==> src/rtl/uart_pkg.sv <==
// Shared UART definitions: receiver states, frame constants and baud-count helper.
package uart_pkg;

    typedef enum logic [1:0] {
        IDLE,
        START,
        DATA,
        STOP
    } rx_state_t;

    localparam int   DATA_BITS  = 8;
    localparam logic STOP_LEVEL = 1'b1;

    // Same divisor uart_tx uses, so both ends agree on the bit period.
    function automatic int baud_cnt(input int clk_freq, input int uart_bps);
        return clk_freq / uart_bps;
    endfunction

endpackage

==> src/rtl/uart_rx_sync.sv <==
// Purpose: two-flop synchronizer for the RX pin plus a delay flop for falling-edge detect.
// Latency: rxd_sync lags the pin by 2 clk; fall asserts 2 clk after the pin drops.
// Backpressure: none, free-running.
module uart_rx_sync (
    input  logic clk,
    input  logic rst,
    input  logic rxd,
    output logic rxd_sync,
    output logic fall
);

    logic rxd_s1;
    logic rxd_s2;
    logic rxd_d;

    // Reset to the idle-high line level so a reset never looks like a start edge.
    always_ff @(posedge clk or posedge rst) begin
        if (rst) begin
            rxd_s1 <= 1'b1;
            rxd_s2 <= 1'b1;
            rxd_d  <= 1'b1;
        end else begin
            rxd_s1 <= rxd;
            rxd_s2 <= rxd_s1;
            rxd_d  <= rxd_s2;
        end
    end

    assign rxd_sync = rxd_s2;
    assign fall     = rxd_d & ~rxd_s2;

endmodule

==> src/rtl/uart_rx.sv <==
// Purpose: 8N1 UART receiver, LSB first, mid-bit sampling; done/ferr strobes per frame.
// Latency: done about 3 + 9*BAUD_CNT_MAX + SAMPLE_PT clk after the line's falling edge.
// Backpressure: none; the consumer must take each byte within one frame time.
module uart_rx #(
    parameter int UART_BPS = 115200,
    parameter int CLK_FREQ = 50000000
) (
    input  logic       clk,
    input  logic       rst,
    input  logic       uart_rxd,
    output logic [7:0] uart_rx_data,
    output logic       uart_rx_done,
    output logic       uart_rx_busy,
    output logic       uart_rx_ferr
);

    import uart_pkg::*;

    localparam int BAUD_CNT_MAX = baud_cnt(CLK_FREQ, UART_BPS);
    localparam int SAMPLE_PT    = BAUD_CNT_MAX / 2;
    localparam int BIT_W        = $clog2(DATA_BITS);

    localparam logic [15:0]      CNT_SAMPLE = 16'(SAMPLE_PT);
    localparam logic [15:0]      CNT_LAST   = 16'(BAUD_CNT_MAX - 1);
    localparam logic [BIT_W-1:0] BIT_LAST   = BIT_W'(DATA_BITS - 1);

    logic                 rxd_s2;
    logic                 fall;
    rx_state_t            state;
    rx_state_t            state_nxt;
    logic [15:0]          bd_cnt;
    logic [BIT_W-1:0]     bit_cnt;
    logic [DATA_BITS-1:0] shift_reg;
    logic                 at_sample;
    logic                 at_wrap;
    logic                 frame_ok;
    logic                 frame_bad;

    uart_rx_sync u_sync (
        .clk      (clk),
        .rst      (rst),
        .rxd      (uart_rxd),
        .rxd_sync (rxd_s2),
        .fall     (fall)
    );

    assign at_sample = (bd_cnt == CNT_SAMPLE);
    assign at_wrap   = (bd_cnt == CNT_LAST);

    always_ff @(posedge clk or posedge rst) begin
        if (rst) begin
            state <= IDLE;
        end else begin
            state <= state_nxt;
        end
    end

    always_comb begin
        state_nxt = state;
        frame_ok  = 1'b0;
        frame_bad = 1'b0;
        case (state)
            IDLE: begin
                if (fall) begin
                    state_nxt = START;
                end
            end
            START: begin
                // A line that is high again at mid-start was a glitch, not a frame.
                if (at_sample && rxd_s2) begin
                    state_nxt = IDLE;
                end else if (at_wrap) begin
                    state_nxt = DATA;
                end
            end
            DATA: begin
                if (at_wrap && (bit_cnt == BIT_LAST)) begin
                    state_nxt = STOP;
                end
            end
            STOP: begin
                // Leave at mid-stop so a shortened transmitter stop bit is not missed.
                if (at_sample) begin
                    state_nxt = IDLE;
                    frame_ok  = (rxd_s2 == STOP_LEVEL);
                    frame_bad = (rxd_s2 != STOP_LEVEL);
                end
            end
            default: begin
                state_nxt = IDLE;
            end
        endcase
    end

    always_ff @(posedge clk or posedge rst) begin
        if (rst) begin
            bd_cnt       <= '0;
            bit_cnt      <= '0;
            shift_reg    <= '0;
            uart_rx_data <= '0;
            uart_rx_done <= 1'b0;
            uart_rx_ferr <= 1'b0;
        end else begin
            if ((state == IDLE) || (state_nxt == IDLE) || at_wrap) begin
                bd_cnt <= '0;
            end else begin
                bd_cnt <= bd_cnt + 16'd1;
            end

            if (state != DATA) begin
                bit_cnt <= '0;
            end else if (at_wrap) begin
                bit_cnt <= bit_cnt + 1'b1;
            end

            if ((state == DATA) && at_sample) begin
                shift_reg[bit_cnt] <= rxd_s2;
            end

            if (frame_ok) begin
                uart_rx_data <= shift_reg;
            end
            uart_rx_done <= frame_ok;
            uart_rx_ferr <= frame_bad;
        end
    end

    assign uart_rx_busy = (state != IDLE);

endmodule
==> config.mk <==
export PLATFORM = sky130hd
export DESIGN_NAME = uart_rx
export DESIGN_NICKNAME = d
export VERILOG_FILES = /design/src/rtl/uart_pkg.sv /design/src/rtl/uart_rx_sync.sv /design/src/rtl/uart_rx.sv
export SDC_FILE = /design/constraint.sdc
export NUM_CORES = 1
export LEC_CHECK = 0
export ABC_AREA = 1
export CAP_MARGIN = 5
export CORE_ASPECT_RATIO = 1.2
export CORE_UTILIZATION = 35
export DETAILED_ROUTE_END_ITERATION = 12
export SYNTH_ARGS = -nofsm -noshare
export SYNTH_HDL_FRONTEND = slang
export SYNTH_SLANG_ARGS = --single-unit
export TNS_END_PERCENT = 5
==> constraint.sdc <==
create_clock -name clk -period 4.2 [get_ports clk]
set_clock_uncertainty 0.05 [all_clocks]
set_input_delay 0.84 -clock clk [delete_from_list [all_inputs] [get_ports clk]]
set_output_delay 0.84 -clock clk [all_outputs]
set_load 0.03 [all_outputs]
==> results.py <==
metrics = {
    "floorplan": {
        "core_area_um2": 5780,
        "rows": 30,
        "die_y_um": 87.6,
        "dieArea_um2": 6420,
        "start_util_pct": 36.9,
        "boundaryPins": 14,
        "die_x_um": 73.3,
    },
    "sta": {
        "slew_violations": 0,
        "tightest_slew_ns": 1.08,
        "post-route-min-period_ns": 2.49,
        "fin_setup_tns_ns": 0,
        "hold_ws_ns": 0.308,
        "fin_ws_ns": 1.71,
        "max_slew_margin_pct": 28.1,
        "finalHoldViolations": 0,
        "setup_violations": 0,
        "post-route-period-util_pct": 59.4,
        "fmax_mhz": 401,
        "rsz0062_at_grt": "false",
    },
    "power_and_ir_drop": {
        "p_per_area_nw_per_um2": 426,
        "cellLeakagePower_uw": 0.00115,
        "vdd_ir_drop_max_uv": 489,
    },
    "worst_hold_path": {
        "min_path_type": "reg2reg",
        "min_path_cells": 0,
        "hold_start": "u_sync.rxd_s1",
    },
    "critical_path": {
        "cp-startpoint": "state[1]",
        "path_class": "reg2out",
        "r2r_cells": 11,
        "required_ns": 3.31,
        "reg2reg_from": "bd_cnt[1]",
        "endpoint_kind": "primary output",
        "critPathMaxFanout": 4,
        "cp.arrival_ns": 1.60,
        "cp-start-kind": "flip-flop",
    },
    "detailed_routing": {
        "drtPass1Iterations": 4,
        "routedWlPerCell_um": 10.9,
        "drc": 0,
        "routed_wl_um": 3820,
        "vias": 1555,
        "vias_per_cell": 4.46,
        "final_antenna_net_count": 0,
        "dr.first_iter.drc_count": 69,
    },
    "clocking": {
        "clock_path_buffers": 2,
        "cts_setup_buffers": 0,
        "cts_buffers": 5,
        "cts-root-buf": "clkbuf_8",
        "cts_sinks": 42,
        "cts_tree": "done",
        "cts_max_level": 2,
        "holdBufCountCts": 0,
        "cts.reportedPaths.clkPinSlew_ns": 0.08,
        "clk_latency_ns": 0.29,
        "cts_resized": 0,
    },
    "synthesis": {
        "synth_commonest_cells": "nand2_1, dfrtp_1, nor2_1, inv_1, nand3_1",
        "synthesis.nets": 256,
        "ys_warn_count": 0,
        "yosysTopAreaCellShare_pct": 45.7,
        "ys_seq_area_share_pct": 49.4,
        "synth-edff-count": 0,
        "synth_most_common_cell": "nand2_1",
        "syn_area_per_cell_um2": 8.58,
        "synth-async-reset-ratio_pct": 100,
        "ys.flop_type": "dfrtp_1",
        "ys_seq_elements": 42,
        "syn_area_um2": 2140,
        "syn_inst": 249,
        "synthTopCellsByArea": "dfrtp_1, nand2_1, nor2_1",
        "synth_largest_area_cell": "dfrtp_1",
        "yosys.cell_types.count": 26,
    },
    "placed_design": {
        "dpl-instance-area_um2": 2350,
        "pre_cts_slack_ns": 1.84,
        "finalWeightedCongestion": 0.841,
        "place.detailed.hpwl_um": 2750,
        "io_buffers": 13,
    },
    "cells_and_area": {
        "largest_reg_flops": 16,
        "syn_to_final_growth_pct": 15.5,
        "fillers": 600,
        "nets": 275,
        "antennaDiodeCount": 0,
        "fin_area_um2": 2470,
        "layout-drive-gt1-share_pct": 14.5,
    },
    "run": {
        "drv_cap": 0,
    },
    "grt": {
        "grt_max_degree": 30,
        "grt_usage_pct": 13.7,
        "grt_overflow": 0,
        "antenna_found_initial": 0,
        "grt_pass1_wl_um": 6690,
        "grt_pass1_vias": 1471,
    },
    "status": {
        "status": "complete, no violations",
    },
}
==> cell usage in the layout (no fill, tap or decap), types with 4 or more instances in the layout <==
master and count:
clkdlybuf4s50_1 13, nand2_2 4, nand2_1 56, nor2_1 38
o21ai_0 5, xor2_1 8, inv_1 26, dfrtp_1 39
nor2_2 4, nor2_4 10, nor3_1 6, nand4_1 6
a21oi_1 7, nand3_1 16, ha_1 4, clkbuf_8 5
==> routing by layer <==
layer / vias up / track usage [%] / routed length, um
met2: 25 / 20.2 / 1690
met5: - / 0 / 0
met1: 709 / 19.1 / 1990
met4: 0 / 6.29 / 48
met3: 4 / 3.11 / 84
li1: 817 / - / -
==> cell families (layout without fill, tap and decap cells) <==
group | Yosys count | in the layout | share of synthesized area, %
buffers and inverters | 32 | 52 | 6.39
and+or+nand+nor | 147 | 147 | 34.2
AOI/OAI and AO/OA | 13 | 13 | 3.22
DFF | 42 | 42 | 49.4
adders and majority gates | 4 | 4 | 2.34
xor gates and xnor gates | 11 | 11 | 4.51
==> where the power goes <==
group          internal [uW]  total [uW]  switching (uW)
registers                430         452            21.8
clock network            177         321             144
logic                   70.2         278             208
==> through the flow <==
stage	cells	total power [uW]	utilization, %
finish	349	1050	42.7
global route	349	1120	42.7
CTS	349	1060	42.7
detailed placement	341	740	40.7
global placement	341	738	40.7
floorplan	249	718	-
==> final timing paths <==
| kind | to | slack, ns |
|---|---|---|
| max | uart_rx_busy | 1.71 |
| min | u_sync.rxd_sync | 0.31 |
| max reg2reg | bd_cnt[15] | 2.24 |
| min reg2reg | u_sync.rxd_sync | 0.31 |
| max in group asynchronous | u_sync.rxd_sync | 2.25 |
| min in group asynchronous | uart_rx_data[1] | 1.06 |
==> layout make-up <==
| type | count | area (um^2) | area share [%] |
|---|---|---|---|
| Clock buffer | 5 | 68.8 | 2.79 |
| Sequential cell | 42 | 1050 | 42.7 |
| Inverter | 29 | 109 | 4.41 |
| Clock inverter | 3 | 45.0 | 1.83 |
| Timing Repair Buffer | 15 | 145 | 5.88 |
| Tap cell | 80 | 100 | 4.06 |
| Multi-Input combinational cell | 175 | 945 | 38.3 |
==> critical path: stages (launching register included) <==
cell and delay, ns:
dfrtp_1 0.41, nor2_1 0.24, inv_1 0.07, clkdlybuf4s50_1 0.59
Note: power is estimated with default switching activity, not from simulation.
